### src/rtl/vote_tally_pkg.sv
// ---------------------------------------------------------------------------
// vote_tally_pkg
//   Shared types and width helpers for the vote tally sequencer.
//
//   Contents:
//     vote_state_e  : session state (IDLE / COLLECT / REPORT)
//     CMP_W         : width used for the majority / tie comparison
//     count_width() : bits needed to hold the values 0..max_val
//
//   Optional feature macro used by the design: VOTE_TALLY_TIE_FLAG_EN
// ---------------------------------------------------------------------------
package vote_tally_pkg;

  typedef enum logic [1:0] {
    ST_IDLE    = 2'd0,
    ST_COLLECT = 2'd1,
    ST_REPORT  = 2'd2
  } vote_state_e;

  // Largest product in the comparison is 15 voters * 255 rounds = 3825, and
  // the doubled yes total reaches at most 7650, so 16 bits leave headroom.
  localparam int unsigned CMP_W = 16;

  // Bits needed to represent every value from 0 up to max_val inclusive.
  function automatic int unsigned count_width(input int unsigned max_val);
    return (max_val < 1) ? 1 : $clog2(max_val + 1);
  endfunction

endpackage

### src/rtl/vote_popcount.sv
// ---------------------------------------------------------------------------
// vote_popcount
//   Purely combinational yes-counter for one ballot.
//
//   Parameters:
//     N_VOTERS : number of ballot bits
//     CNT_W    : width of the binary count (holds 0..N_VOTERS)
//   Ports:
//     ballot [N_VOTERS-1:0] in  : one bit per voter, 1 = yes
//     onehot [N_VOTERS:0]   out : bit k set when exactly k voters said yes
//     count  [CNT_W-1:0]    out : binary number of yes votes
// ---------------------------------------------------------------------------
module vote_popcount #(
  parameter int N_VOTERS = 3,
  parameter int CNT_W    = 2
) (
  input  logic [N_VOTERS-1:0] ballot,
  output logic [N_VOTERS:0]   onehot,
  output logic [CNT_W-1:0]    count
);

  always_comb begin
    count = '0;
    for (int i = 0; i < N_VOTERS; i++) begin
      count = count + CNT_W'(ballot[i]);
    end
  end

  // Decoded by comparison rather than by indexing with count, so exactly one
  // bit is set for every legal count and no index can run past N_VOTERS.
  always_comb begin
    onehot = '0;
    for (int k = 0; k <= N_VOTERS; k++) begin
      onehot[k] = (count == CNT_W'(k));
    end
  end

endmodule

### src/rtl/vote_tally_seq.sv
// ---------------------------------------------------------------------------
// vote_tally_seq
//   Collects ballots over a session, accumulates yes votes and reports a
//   majority decision with a one-cycle result pulse.
//
//   Optional feature: define VOTE_TALLY_TIE_FLAG_EN to add the tie output.
//
//   Parameters:
//     N_VOTERS   : voters per ballot (1..15)
//     MAX_ROUNDS : ballots per session before the session closes itself
//   Ports:
//     clk, rst (sync, active-high)
//     start        in  : open a session (only honoured in IDLE)
//     close        in  : end the session (only honoured in COLLECT)
//     ballot_valid in  : ballot offered
//     ballot       in  : one bit per voter
//     ballot_ready out : ballot can be taken this cycle
//     round_onehot out : one-hot yes-count of the last accepted ballot
//     round_count  out : binary yes-count of the last accepted ballot
//     total_yes    out : yes votes accumulated this session
//     rounds       out : ballots accepted this session
//     busy         out : session open (COLLECT or REPORT)
//     result_valid out : one-cycle pulse while in REPORT
//     majority     out : decision, held until the next start
//     tie          out : exact tie, held until the next start (optional)
//     state_dbg    out : current FSM state
//
//   Handshake: a ballot is taken on a rising edge where ballot_valid and
//   ballot_ready are both high; ballot_ready depends only on the state, never
//   on ballot_valid, and the offer may be withdrawn at any time.
// ---------------------------------------------------------------------------
module vote_tally_seq
  import vote_tally_pkg::*;
#(
  parameter  int N_VOTERS   = 3,
  parameter  int MAX_ROUNDS = 8,
  localparam int CNT_W      = count_width(N_VOTERS),
  localparam int TOT_W      = count_width(N_VOTERS * MAX_ROUNDS),
  localparam int RND_W      = count_width(MAX_ROUNDS)
) (
  input  logic                clk,
  input  logic                rst,
  input  logic                start,
  input  logic                close,
  input  logic                ballot_valid,
  input  logic [N_VOTERS-1:0] ballot,
  output logic                ballot_ready,
  output logic [N_VOTERS:0]   round_onehot,
  output logic [CNT_W-1:0]    round_count,
  output logic [TOT_W-1:0]    total_yes,
  output logic [RND_W-1:0]    rounds,
  output logic                busy,
  output logic                result_valid,
  output logic                majority,
`ifdef VOTE_TALLY_TIE_FLAG_EN
  output logic                tie,
`endif
  output vote_state_e         state_dbg
);

  localparam logic [N_VOTERS:0] ONEHOT_ZERO = {{N_VOTERS{1'b0}}, 1'b1};

  vote_state_e          state;
  logic [N_VOTERS:0]    pop_onehot;
  logic [CNT_W-1:0]     pop_count;
  logic                 accept;
  logic [TOT_W-1:0]     total_next;
  logic [RND_W-1:0]     rounds_next;
  logic                 at_limit;
  logic [CMP_W-1:0]     cmp_lhs;
  logic [CMP_W-1:0]     cmp_rhs;
  logic                 maj_next;
`ifdef VOTE_TALLY_TIE_FLAG_EN
  logic                 tie_next;
`endif

  assign state_dbg = state;
  assign accept    = ballot_valid & ballot_ready;

  vote_popcount #(
    .N_VOTERS (N_VOTERS),
    .CNT_W    (CNT_W)
  ) u_popcount (
    .ballot (ballot),
    .onehot (pop_onehot),
    .count  (pop_count)
  );

  // Totals as they will stand after this edge. The decision is computed from
  // these so a ballot accepted together with close (or the ballot that hits
  // MAX_ROUNDS) is part of the reported result.
  always_comb begin
    total_next  = total_yes;
    rounds_next = rounds;
    if (accept) begin
      total_next  = total_yes + TOT_W'(pop_count);
      rounds_next = rounds + RND_W'(1);
    end
    at_limit = (rounds_next == RND_W'(MAX_ROUNDS));
  end

  // Majority when yes votes exceed half of all votes cast:
  // 2*total_yes > N_VOTERS*rounds, evaluated in CMP_W bits. With zero rounds
  // both sides are zero, so majority is 0 without a special case.
  always_comb begin
    cmp_lhs  = CMP_W'(total_next) << 1;
    cmp_rhs  = CMP_W'(N_VOTERS) * CMP_W'(rounds_next);
    maj_next = (cmp_lhs > cmp_rhs);
`ifdef VOTE_TALLY_TIE_FLAG_EN
    tie_next = (cmp_lhs == cmp_rhs) && (rounds_next != '0);
`endif
  end

  // ballot_ready and busy are registered alongside state so they come
  // straight from flops and always agree with it.
  always_ff @(posedge clk) begin
    if (rst) begin
      state        <= ST_IDLE;
      ballot_ready <= 1'b0;
      busy         <= 1'b0;
      result_valid <= 1'b0;
      majority     <= 1'b0;
      round_onehot <= ONEHOT_ZERO;
      round_count  <= '0;
      total_yes    <= '0;
      rounds       <= '0;
`ifdef VOTE_TALLY_TIE_FLAG_EN
      tie          <= 1'b0;
`endif
    end else begin
      case (state)
        ST_IDLE: begin
          result_valid <= 1'b0;
          if (start) begin
            state        <= ST_COLLECT;
            ballot_ready <= 1'b1;
            busy         <= 1'b1;
            majority     <= 1'b0;
            round_onehot <= ONEHOT_ZERO;
            round_count  <= '0;
            total_yes    <= '0;
            rounds       <= '0;
`ifdef VOTE_TALLY_TIE_FLAG_EN
            tie          <= 1'b0;
`endif
          end
        end

        ST_COLLECT: begin
          if (accept) begin
            round_onehot <= pop_onehot;
            round_count  <= pop_count;
            total_yes    <= total_next;
            rounds       <= rounds_next;
          end
          if (close || (accept && at_limit)) begin
            state        <= ST_REPORT;
            ballot_ready <= 1'b0;
            result_valid <= 1'b1;
            majority     <= maj_next;
`ifdef VOTE_TALLY_TIE_FLAG_EN
            tie          <= tie_next;
`endif
          end
        end

        ST_REPORT: begin
          state        <= ST_IDLE;
          result_valid <= 1'b0;
          busy         <= 1'b0;
        end

        default: begin
          state        <= ST_IDLE;
          ballot_ready <= 1'b0;
          busy         <= 1'b0;
          result_valid <= 1'b0;
        end
      endcase
    end
  end

endmodule

### config.mk
export PLATFORM = sky130hd
export DESIGN_NAME = vote_tally_seq
export DESIGN_NICKNAME = d
export VERILOG_FILES = /design/src/rtl/vote_tally_pkg.sv /design/src/rtl/vote_popcount.sv /design/src/rtl/vote_tally_seq.sv
export SDC_FILE = /design/constraint.sdc
export NUM_CORES = 1
export LEC_CHECK = 0
export ABC_AREA = 0
export BUFFER_PORTS_ARGS = -buffer_cell sky130_fd_sc_hd__clkbuf_2
export CAP_MARGIN = 20
export CORE_MARGIN = 2
export CORE_UTILIZATION = 45
export CTS_CLUSTER_SIZE = 40
export DETAILED_ROUTE_END_ITERATION = 7
export PLACE_DENSITY = 0.68
export SLEW_MARGIN = 20
export SYNTH_ARGS = -nofsm -noshare
export SYNTH_HDL_FRONTEND = slang
export SYNTH_SLANG_ARGS = --single-unit
### constraint.sdc
create_clock -name clk -period 5.2 [get_ports clk]
set_clock_uncertainty 0.15 [all_clocks]
set_input_delay 1.04 -clock clk [delete_from_list [all_inputs] [get_ports clk]]
set_output_delay 1.04 -clock clk [all_outputs]
set_load 0.05 [all_outputs]
==> results of run 1 <==
-- report_power, final --
| group | switching (W) | total [W] | internal, W |
|---|---|---|---|
| clock network | 0.0000551 | 0.0000845 | 0.0000294 |
| logic | 0.0000467 | 0.0000696 | 0.0000229 |
| registers | 0.00000690 | 0.000173 | 0.000166 |
| total | 0.000109 | 0.000327 | 0.000218 |
-- cell families (layout without fill, tap and decap cells) --
family,after synthesis,in the layout
AO/OA/AOI/OAI,40,40
XOR/XNOR,7,7
adder cells (fa/ha/maj),16,16
buffers and inverters,19,42
flip-flops,21,21
multiplexers,1,1
AND/OR/NAND/NOR,57,57
-- registers in the layout, indices dropped and copies added, names as in the netlist --
signal	cells
ballot_ready	1
round_onehot	4
busy	1
rounds	4
result_valid	1
total_yes	5
round_count	2
state_dbg	2
majority	1
-- tightest hold or removal path, delay by kind of cell (launching register included) --
kind	cells	cell delay, ps
DFF	1	330
AOI/OAI and AO/OA	1	50
buffers and inverters	1	50
-- cell usage after synthesis, types with 2 or more instances --
| master | n |
|---|---|
| sky130_fd_sc_hd__fa_1 | 3 |
| sky130_fd_sc_hd__o21ai_0 | 5 |
| sky130_fd_sc_hd__inv_1 | 10 |
| sky130_fd_sc_hd__o21a_1 | 2 |
| sky130_fd_sc_hd__nand2_1 | 14 |
| sky130_fd_sc_hd__a211oi_1 | 3 |
| sky130_fd_sc_hd__buf_6 | 2 |
| sky130_fd_sc_hd__a21oi_1 | 15 |
| sky130_fd_sc_hd__dfxtp_1 | 21 |
| sky130_fd_sc_hd__buf_2 | 3 |
| sky130_fd_sc_hd__nor2_1 | 14 |
| sky130_fd_sc_hd__nand3_1 | 6 |
| sky130_fd_sc_hd__nor3_1 | 7 |
| sky130_fd_sc_hd__xnor2_1 | 5 |
| sky130_fd_sc_hd__a2bb2oi_1 | 2 |
| sky130_fd_sc_hd__ha_1 | 13 |
| sky130_fd_sc_hd__xor2_1 | 2 |
| sky130_fd_sc_hd__a22oi_1 | 3 |
| sky130_fd_sc_hd__nand4_1 | 2 |
| sky130_fd_sc_hd__clkbuf_1 | 2 |
-- layout make-up --
type	count	area share
inverter	10	0.0247
clock inverter	1	0.00494
multi-input combinational	121	0.559
tap	33	0.0272
sequential	21	0.277
clock buffer	3	0.0148
timing repair buffer	28	0.0923
-- metal layers --
| layer | global-route usage | up-vias | wire [um] |
|---|---|---|---|
| met5 | 0 | - | 0 |
| met4 | 0.0779 | 0 | 46 |
| met3 | 0.0284 | 5 | 108 |
| met2 | 0.305 | 25 | 1420 |
| met1 | 0.252 | 561 | 1410 |
| li1 | - | 616 | - |
-- how the worst max path moves through the flow --
| stage | from | slack (ps) | endpoint | cells after the start |
|---|---|---|---|---|
| final | ballot[0] | 1340 | majority | 11 |
| after global routing | ballot[0] | 1240 | majority | 11 |
| after CTS | ballot[0] | 1340 | majority | 11 |
| after detailed placement | ballot[0] | 1000 | majority | 11 |
| after global placement | ballot[0] | 1070 | majority | 11 |
| after floorplan | ballot[0] | 1240 | majority | 10 |
-- through the flow --
step	cells	power [W]
floorplan	161	0.000234
global placement	213	0.000245
detailed placement	213	0.000246
CTS	217	0.000330
global route	217	0.000343
finish	217	0.000327
-- cells in the final DEF (no fill, tap or decap), types with 2 or more instances in the layout --
cell type,instances
sky130_fd_sc_hd__a211oi_1,3
sky130_fd_sc_hd__clkbuf_4,3
sky130_fd_sc_hd__nor3_1,7
sky130_fd_sc_hd__a21oi_1,15
sky130_fd_sc_hd__fa_1,3
sky130_fd_sc_hd__nor2_1,14
sky130_fd_sc_hd__ha_1,13
sky130_fd_sc_hd__a22oi_1,3
sky130_fd_sc_hd__xnor2_1,5
sky130_fd_sc_hd__dfxtp_1,21
sky130_fd_sc_hd__inv_1,10
sky130_fd_sc_hd__o21ai_0,5
sky130_fd_sc_hd__nand4_1,2
sky130_fd_sc_hd__xor2_1,2
sky130_fd_sc_hd__nand2_1,14
sky130_fd_sc_hd__a2bb2oi_1,2
sky130_fd_sc_hd__clkbuf_2,28
sky130_fd_sc_hd__o21a_1,2
sky130_fd_sc_hd__nand3_1,6
==> Implementation_results.wiki, run 1 <==
{| class="wikitable"
! Metric !! Value
|-
| Outcome || completed
|-
| Antenna violations before repair || 0
|-
| Post-detailed-route count of antenna-violating nets || 0
|-
| Number of design rule violations left after detail routing || 0
|-
| Final weighted congestion in routability-driven placement || roughly 0.78
|-
| Post-Synthesis Cell Area || 1370 sq um
|-
| Instance area after placement || 1490 sq um
|-
| Drt first-iter violations || between 50 and 60
|-
| Cell family contributing the most delay on the critical path || adder cells
|-
| Slowest cell on the critical path || sky130_fd_sc_hd__fa_1
|-
| R2R cell count || 12
|-
| Synth Area in XOR/XNOR || 0.0446
|-
| Count of TritonRoute iterations in the first routing pass || 4
|-
| Area grow syn2layout || 10.6%
|-
| EDFF count, synth || 0
|-
| Count of mapped cells out of synthesis || roughly 160
|-
| IO Pins || 29
|-
| Share of the clock period used by the worst path || 0.743
|-
| Max IR drop VDD || 0.158 mV
|-
| Clock tree from TritonCTS || yes
|-
| Total length of routed wires || 2.99 mm
|-
| Synth top area share || 0.306
|-
| Least-Margin Pin Slew || around 500 ps
|-
| Vias in the first global route || 1098
|-
| Unrepaired setup endpoints after global routing || no
|-
| Slack of the worst reg-to-reg path || 1760 ps
|-
| Endpoint type of the worst setup path || flop
|-
| Number of nets in the finished design || 209
|-
| Fraction of layout instances using a drive strength above 1 || 0.207
|-
| Setup slack after layout || 1340 ps
|-
| Worst hold slack across all endpoints || 319 ps
|-
| Cell at the root of the clock tree || sky130_fd_sc_hd__clkbuf_4
|-
| First-pass GRT wire length || 5.05 mm
|-
| Seq/Total Area, Yosys || 0.306
|-
| Source of the worst hold timing path || result_valid
|-
| Row cnt || 20
|-
| Postcts setup bufs || 0
|-
| Final standard cell area without fillers || 1520 sq um
|-
| Average wire per cell in the routed design || around 14 um
|-
| Data required time of the critical path || roughly 5300 ps
|-
| Delay of the slowest cell on the worst path || roughly 640 ps
|-
| Combinational family with the most area after synthesis || simple AND/OR/NAND/NOR gates
|-
| DP Worst Slack || 997 ps
|-
| Slew HR || 0.661
|-
| Standard cell core area || 2980 sq um
|-
| HPWL after DPL || approximately 2.3 mm
|-
| Synth top area cells || sky130_fd_sc_hd__dfxtp_1 31%, sky130_fd_sc_hd__ha_1 12%, sky130_fd_sc_hd__a21oi_1 5.5%, sky130_fd_sc_hd__fa_1 4.4%, sky130_fd_sc_hd__nand2_1 3.8%
|-
| Global-route congestion overflow total || 0
|-
| Total count of hold-check failures in the final report || 0
|-
| Async S/R FF share, synth || 0
|-
| Top fanout value on the critical path || 6
|-
| Worst min-delay path category || flop to flop
|-
| Mux contribution to synthesized area || 0.00729
|-
| Crit path launch type || input pin
|-
| Type of the worst setup path || input pin to flop
|-
| Insertion delay to the later sink of the worst-skew pair || 320 ps
|-
| Endpoint of the worst-slack reg-to-reg timing path || majority
|-
| Count of final setup violators || 0
|-
| Number of flip-flops and latches in the synthesized netlist || 21
|-
| Clock Sinks || 21
|-
| Setup total negative slack || 0 ps
|-
| Total of warnings raised by yosys || 0
|-
| Number of vias in the routed layout || 1207
|-
| X dimension of the die || 59.3 um
|-
| Areal power density over the cells || 215 nW/um^2
|-
| Fill cell instance count of the final layout || about 310
|-
| Count of distinct cell types in the synthesized netlist || 47
|-
| Yosys top cell by area || sky130_fd_sc_hd__dfxtp_1
|-
| Critical path arrival || 3940 ps
|-
| Routed vias/inst || roughly 5.6
|-
| Post-synth net total || approximately 190
|-
| Pin count of the biggest net entering global routing || 22
|-
| CTS Buf Count || 3
|-
| Most frequently used flop master after synthesis || sky130_fd_sc_hd__dfxtp_1
|-
| Combined global-route utilization of all metal layers || 0.189
|-
| # H-tree levels || 1
|-
| Cells resized by post-CTS repair || 0
|-
| Quantity of hold-fixing buffers added after cts || 0
|-
| Compound-cell area share of the yosys netlist || 0.197
|-
| Hold-critical path endpoint || result_valid
|-
| Achievable clock frequency || 0.259 GHz
|-
| Static power due to leakage || 0.642 nW
|-
| Min Tclk post-route || between 3000 and 4000 ps
|-
| Total die area || 3510 sq um
|-
| Buffers added on ports || 28
|-
| Final max-slew violation count || 0
|-
| Antenna diode instance count || 0
|-
| Area taken by flip-flops and latches || 420 sq um
|-
| Area occupied by multi-input gates || 850 sq um
|-
| Simple logic cell fraction of the synthesized area || 0.208
|-
| Crit Reg-Reg Startpoint || rounds[0]
|-
| Die height || 59.3 um
|-
| Initial Util || 0.461
|-
| Post-Synthesis Mean Instance Area || between 8 and 9 sq um
|-
| Count of cells along the worst hold path || 2
|-
| Worst Path Buf+Inv || 2
|-
| Finished Core Util || 0.510
|-
| Synthesized-area fraction occupied by adder cells || 0.162
|-
| Clock-pin transition on the worst setup and hold timing paths || ~120 ps
|-
| Number of violations of the max-capacitance limit || 0
|-
| Deepest clock path buffer count || 2
|-
| Critical-path cell list || clkbuf_2 -> fa_1 -> ha_1 -> inv_1 -> fa_1 -> o31a_1 -> or2_1 -> ha_1 -> and4_1 -> a311o_1 -> a31o_1
|}
(Power assumes the default switching activity.)
==> inputs of run 2 (changes only) <==
==> constraint.sdc (replaced) <==
create_clock -name clk -period 3.9 [get_ports clk]
set_clock_uncertainty 0.15 [all_clocks]
set_input_delay 0.78 -clock clk [delete_from_list [all_inputs] [get_ports clk]]
set_output_delay 0.78 -clock clk [all_outputs]
set_load 0.05 [all_outputs]
==> run 2 against run 1 <==
- first-iteration DRC count fell by 60%
- worst setup slack worse by 930 ps
- largest cell class unchanged
- flip-flop and latch count unchanged
- utilization grew 0.67 points
- design area grew 1.3%
- via count fell by 0.17%
==> Implementation_results.wiki, run 2 (synthesis results as in run 1) <==
{| class="wikitable"
! Metric !! Value
|-
| First-pass GRT wire length || 5.00 mm (-0.95%)
|-
| Antenna diode instance count || 0 (unchanged)
|-
| Post-detailed-route count of antenna-violating nets || 0 (unchanged)
|-
| Cell at the root of the clock tree || sky130_fd_sc_hd__clkbuf_4
|-
| Number of vias in the routed layout || 1205 (-0.17%)
|-
| Worst min-delay path category || flop to flop
|-
| Data required time of the critical path || 3970 ps (-1310 ps)
|-
| Drt first-iter violations || 23 (-60%)
|-
| Final weighted congestion in routability-driven placement || 0.883 (+13%)
|-
| Final max-slew violation count || 0 (unchanged)
|-
| Area grow syn2layout || 12.0%
|-
| Cells resized by post-CTS repair || 0 (unchanged)
|-
| Average wire per cell in the routed design || 13.4 um (-2.9%)
|-
| Number of nets in the finished design || 212 (+1.4%)
|-
| Number of design rule violations left after detail routing || 0 (unchanged)
|-
| Pin count of the biggest net entering global routing || 22 (unchanged)
|-
| Top library cells by usage in the layout, fill and taps aside || 28 x sky130_fd_sc_hd__clkbuf_2, 21 x sky130_fd_sc_hd__dfxtp_1, 15 x sky130_fd_sc_hd__a21oi_1, 14 x sky130_fd_sc_hd__nand2_1, 14 x sky130_fd_sc_hd__nor2_1
|-
| Vias in the first global route || 1106 (+0.73%)
|-
| Most flops, register || total_yes
|-
| Clock Sinks || 21 (unchanged)
|-
| Static power due to leakage || 0.661 nW (+3.0%)
|-
| CTS Buf Count || 3 (unchanged)
|-
| Largest registers ranked by flip-flop count || total_yes (5), round_onehot (4), rounds (4)
|-
| Clock-pin transition on the worst setup and hold timing paths || 120 ps (about the same)
|-
| Deepest clock path buffer count || 2 (unchanged)
|-
| Critical path arrival || 3560 ps (-380 ps)
|-
| Postcts setup bufs || 0 (unchanged)
|-
| Number of violations of the max-capacitance limit || 0 (unchanged)
|-
| Top fanout value on the critical path || 3 (-3)
|-
| Initial Util || 0.461 (unchanged)
|-
| Count of TritonRoute iterations in the first routing pass || 4 (unchanged)
|-
| # H-tree levels || 1 (unchanged)
|-
| Row cnt || 20 (unchanged)
|-
| Final standard cell area without fillers || 1540 sq um (+1.3%)
|-
| Finished Core Util || 0.517 (+0.00672)
|-
| Total die area || 3510 sq um (unchanged)
|-
| Routed vias/inst || 5.48 (-1.5%)
|-
| Count of final setup violators || 0 (unchanged)
|-
| Crit path launch type || input pin
|-
| Buffers added on ports || 28 (unchanged)
|-
| Min Tclk post-route || 3500 ps
|-
| Standard cell core area || 2980 sq um (unchanged)
|-
| Global-route congestion overflow total || 0 (unchanged)
|-
| Endpoint type of the worst setup path || flop
|-
| Slew HR || 0.722 (+0.0604)
|-
| Max IR drop VDD || 0.234 mV (+48%)
|-
| IO Pins || 29 (unchanged)
|-
| Share of the clock period used by the worst path || 0.896
|-
| Setup total negative slack || 0 ps (unchanged)
|-
| Most common cell after layout, fill and taps aside || sky130_fd_sc_hd__clkbuf_2
|-
| HPWL after DPL || 2.32 mm (+1.6%)
|-
| Clock tree from TritonCTS || yes
|-
| Areal power density over the cells || 281 nW/um^2 (+31%)
|-
| Insertion delay to the later sink of the worst-skew pair || 310 ps (about the same)
|-
| Power, Total || 0.000433 W (+33%)
|-
| Unrepaired setup endpoints after global routing || no
|-
| Least-Margin Pin Slew || 417 ps (-87.0 ps)
|-
| Fraction of layout instances using a drive strength above 1 || 0.219 (+0.0127)
|-
| Achievable clock frequency || 0.286 GHz
|-
| Quantity of hold-fixing buffers added after cts || 0 (unchanged)
|-
| Die height || 59.3 um (unchanged)
|-
| Outcome || completed
|-
| Instance area after placement || 1510 sq um (+1.5%)
|-
| Max FFs per register || 5 (unchanged)
|-
| Type of the worst setup path || input pin to flop
|-
| Antenna violations before repair || 0 (unchanged)
|-
| X dimension of the die || 59.3 um (unchanged)
|-
| Combined global-route utilization of all metal layers || 0.187 (-0.00218)
|-
| Total count of hold-check failures in the final report || 0 (unchanged)
|-
| Total length of routed wires || 2.94 mm (-1.6%)
|}
-- run 2: metrics by stage --
stage          instances  hold WS, ps  worst slack (ps)
6_report             220          315               405
5_1_grt              220          344               317
4_1_cts              220          320               411
3_5_place_dp         216          301              71.3
3_3_place_gp         216          292               140
2_1_floorplan        161          517               203
-- run 2: layer usage --
metal,GRT usage,part of all wire,vias to the layer above
li1,-,-,613
met1,0.254,0.48,566
met2,0.301,0.48,21
met3,0.0262,0.024,5
met4,0.0682,0.016,0
met5,0,0,-
-- run 2: worst max-delay path: stages --
cell                       delay [ps]
sky130_fd_sc_hd__clkbuf_2          90
sky130_fd_sc_hd__fa_1             550
sky130_fd_sc_hd__ha_1             170
sky130_fd_sc_hd__inv_1             60
sky130_fd_sc_hd__fa_1             430
sky130_fd_sc_hd__o31a_1           300
sky130_fd_sc_hd__or2_1            240
sky130_fd_sc_hd__ha_1             300
sky130_fd_sc_hd__and4_1           210
sky130_fd_sc_hd__a311o_1          270
sky130_fd_sc_hd__a31o_1           170
-- run 2: area by class of cell --
class                      count  area [sq um]
clock buffer                   3          22.5
clock inverter                 1          5.00
tap                           33          41.3
fill                         300          1440
timing repair buffer          31           163
sequential                    21           420
inverter                      10          37.5
multi-input combinational    121           850
-- run 2: worst paths after layout --
kind	from	end	slack, ps	cells past startpoint
max	ballot[0]	majority	400	11
min	result_valid	result_valid	320	2
max reg2reg	rounds[0]	majority	710	13
min reg2reg	result_valid	result_valid	320	2
-- run 2: power breakdown --
group / switching (W) / internal (W) / total, W
combinational: 0.0000649 / 0.0000334 / 0.0000983
clock: 0.0000685 / 0.0000383 / 0.000107
sequential: 0.00000728 / 0.000221 / 0.000228
total: 0.000141 / 0.000293 / 0.000433
==> inputs of run 3 (changes only) <==
--- a/config.mk
+++ b/config.mk
@@ -9,10 +9,10 @@
 export BUFFER_PORTS_ARGS = -buffer_cell sky130_fd_sc_hd__clkbuf_2
 export CAP_MARGIN = 20
 export CORE_MARGIN = 2
-export CORE_UTILIZATION = 45
+export CORE_UTILIZATION = 40
 export CTS_CLUSTER_SIZE = 40
 export DETAILED_ROUTE_END_ITERATION = 7
-export PLACE_DENSITY = 0.68
+export HOLD_SLACK_MARGIN = 0.1
 export SLEW_MARGIN = 20
 export SYNTH_ARGS = -nofsm -noshare
 export SYNTH_HDL_FRONTEND = slang
==> run 3 against run 2 <==
- die area increased by 12%
- routed wire length up 3.5%
- worst setup slack got worse by 20 ps
- highest routed layer unchanged
- combinational power grew 0.6%
- total power is 0.93% higher
- critical path depth unchanged
- clock power hardly changed
- clock-buffer cell count stayed put
- register-to-register slack about the same
- first-iteration DRC count up 17%
- critical path type unchanged
==> Implementation_results.wiki, run 3 (synthesis results as in run 1) <==
{| class="wikitable"
! Metric !! Value
|-
| Outcome || completed
|-
| Cell at the root of the clock tree || sky130_fd_sc_hd__clkbuf_4
|-
| Buffers added on ports || 28 (unchanged)
|-
| Row cnt || 21 (+5.0%)
|-
| Area grow syn2layout || 13.4%
|-
| Die height || 62.6 um (+5.7%)
|-
| Cells resized by post-CTS repair || 0 (unchanged)
|-
| Top library cells by usage in the layout, fill and taps aside || 28 x sky130_fd_sc_hd__clkbuf_2, 21 x sky130_fd_sc_hd__dfxtp_1, 15 x sky130_fd_sc_hd__a21oi_1, 14 x sky130_fd_sc_hd__nand2_1, 14 x sky130_fd_sc_hd__nor2_1
|-
| Delay of the slowest cell on the worst path || 550 ps (about the same)
|-
| Number of design rule violations left after detail routing || 0 (unchanged)
|-
| Quantity of hold-fixing buffers added after cts || 0 (unchanged)
|-
| Most common cell after layout, fill and taps aside || sky130_fd_sc_hd__clkbuf_2
|-
| X dimension of the die || 62.6 um (+5.7%)
|-
| Routed vias/inst || 5.22 (-4.6%)
|-
| Slowest cell on the critical path || sky130_fd_sc_hd__fa_1
|-
| Total count of hold-check failures in the final report || 0 (unchanged)
|-
| Routing usage on met2 || 0.280 (-0.0218)
|-
| Pin count of the biggest net entering global routing || 22 (unchanged)
|-
| Critical path arrival || 3580 ps (+20 ps)
|-
| First-pass GRT wire length || 5.29 mm (+5.7%)
|-
| Met3 Resource Use GR || 0.0180 (-0.00818)
|-
| HPWL after DPL || 2.32 mm (about the same)
|-
| Count of final setup violators || 0 (unchanged)
|-
| Static power due to leakage || 0.658 nW (-0.57%)
|-
| Final weighted congestion in routability-driven placement || 0.812 (-8.1%)
|-
| Top fanout value on the critical path || 3 (unchanged)
|-
| GR peak layer || met2
|-
| Standard cell core area || 3310 sq um (+11%)
|-
| Post-detailed-route count of antenna-violating nets || 0 (unchanged)
|-
| Data required time of the critical path || 3970 ps (about the same)
|-
| Combined global-route utilization of all metal layers || 0.164 (-0.0230)
|-
| Clock tree from TritonCTS || yes
|-
| Antenna diode instance count || 0 (unchanged)
|-
| Most flops, register || total_yes
|-
| Clock-pin transition on the worst setup and hold timing paths || 130 ps (about the same)
|-
| Source of the worst hold timing path || result_valid
|-
| Initial Util || 0.415 (-0.0464)
|-
| Antenna violations before repair || 0 (unchanged)
|-
| Endpoint type of the worst setup path || flop
|-
| Count of TritonRoute iterations in the first routing pass || 4 (unchanged)
|-
| Vias in the first global route || 1162 (+5.1%)
|-
| IO Pins || 29 (unchanged)
|-
| Met1 usage in global routing || 0.221 (-0.0324)
|-
| Number of nets in the finished design || 212 (unchanged)
|-
| Final max-slew violation count || 0 (unchanged)
|-
| Slew HR || 0.712 (-0.00994)
|-
| Final standard cell area without fillers || 1560 sq um (+1.2%)
|-
| Launch point of the critical path || ballot[0]
|-
| Max IR drop VDD || 0.190 mV (-19%)
|-
| Total die area || 3920 sq um (+12%)
|-
| Insertion delay to the later sink of the worst-skew pair || 300 ps (about the same)
|-
| # H-tree levels || 1 (unchanged)
|-
| Crit path launch type || input pin
|-
| Postcts setup bufs || 0 (unchanged)
|-
| Areal power density over the cells || 281 nW/um^2 (-0.29%)
|-
| Achievable clock frequency || 0.284 GHz (-0.58%)
|-
| Total length of routed wires || 3.04 mm (+3.5%)
|-
| CTS Buf Count || 3 (unchanged)
|-
| Type of the worst setup path || input pin to flop
|-
| Least-Margin Pin Slew || 432 ps (+14.9 ps)
|-
| Worst min-delay path category || flop to flop
|-
| Fraction of layout instances using a drive strength above 1 || 0.219 (unchanged)
|-
| Number of vias in the routed layout || 1217 (+1.0%)
|-
| Clock Sinks || 21 (unchanged)
|-
| Global-route congestion overflow total || 0 (unchanged)
|-
| Average wire per cell in the routed design || 13.1 um (-2.3%)
|-
| Min Tclk post-route || 3520 ps (+20.4 ps)
|-
| Instance area after placement || 1530 sq um (+1.1%)
|-
| Unrepaired setup endpoints after global routing || no
|-
| Share of the clock period used by the worst path || 0.901 (+0.00522)
|-
| Crit Reg-Reg Startpoint || rounds[0]
|-
| Largest registers ranked by flip-flop count || total_yes (5), round_onehot (4), rounds (4)
|-
| Critical-path cell list || clkbuf_2 -> fa_1 -> ha_1 -> inv_1 -> fa_1 -> o31a_1 -> or2_1 -> ha_1 -> and4_1 -> a311o_1 -> a31o_1
|-
| Max FFs per register || 5 (unchanged)
|-
| Setup total negative slack || 0 ps (unchanged)
|-
| Deepest clock path buffer count || 2 (unchanged)
|-
| Drt first-iter violations || 27 (+17%)
|-
| Number of violations of the max-capacitance limit || 0 (unchanged)
|}
==> run 3: per-layer routing <==
layer  wire length, um  vias up
met5                 0        -
met4                23        0
met3                84        2
met2              1480       19
met1              1450      578
li1                  -      618
==> run 3: area by class of cell <==
class                   count  area [sq um]
fillers                   359          1750
multi-input cells         121           850
flip-flops and latches     21           420
repair buffers             31           163
well taps                  46          57.6
inverters                  10          37.5
clock buffers               3          22.5
clock inverters             1          7.51
==> run 3: metrics by stage <==
| stage | setup WS [ps] | cells | power, W | hold slack (ps) | util |
|---|---|---|---|---|---|
| after floorplan | 203 | 161 | 0.000312 | 517 | - |
| after global placement | 135 | 229 | 0.000331 | 291 | 0.461 |
| after detailed placement | 47.9 | 229 | 0.000332 | 300 | 0.461 |
| after CTS | 389 | 233 | 0.000444 | 323 | 0.471 |
| after global routing | 273 | 233 | 0.000466 | 343 | 0.471 |
| final | 385 | 233 | 0.000437 | 317 | 0.471 |
==> run 3: worst paths after layout <==
kind / to / slack (ps) / cells after the start
min: result_valid / 320 / 2
max reg2reg: majority / 710 / 13
max: majority / 380 / 11
min reg2reg: result_valid / 320 / 2
==> run 3: where the power goes <==
group	leakage, nW	internal (W)	switching [W]
sequential	0.171	0.000221	0.00000725
clock	0.0139	0.0000390	0.0000712
combinational	0.473	0.0000333	0.0000657
==> run 3: worst max-delay path, delay by kind of cell <==
kind / cells / cell delay (ps)
compound gates: 3 / 740
fa+ha+maj: 4 / 1460
buf+inv: 2 / 150
simple gates: 2 / 460
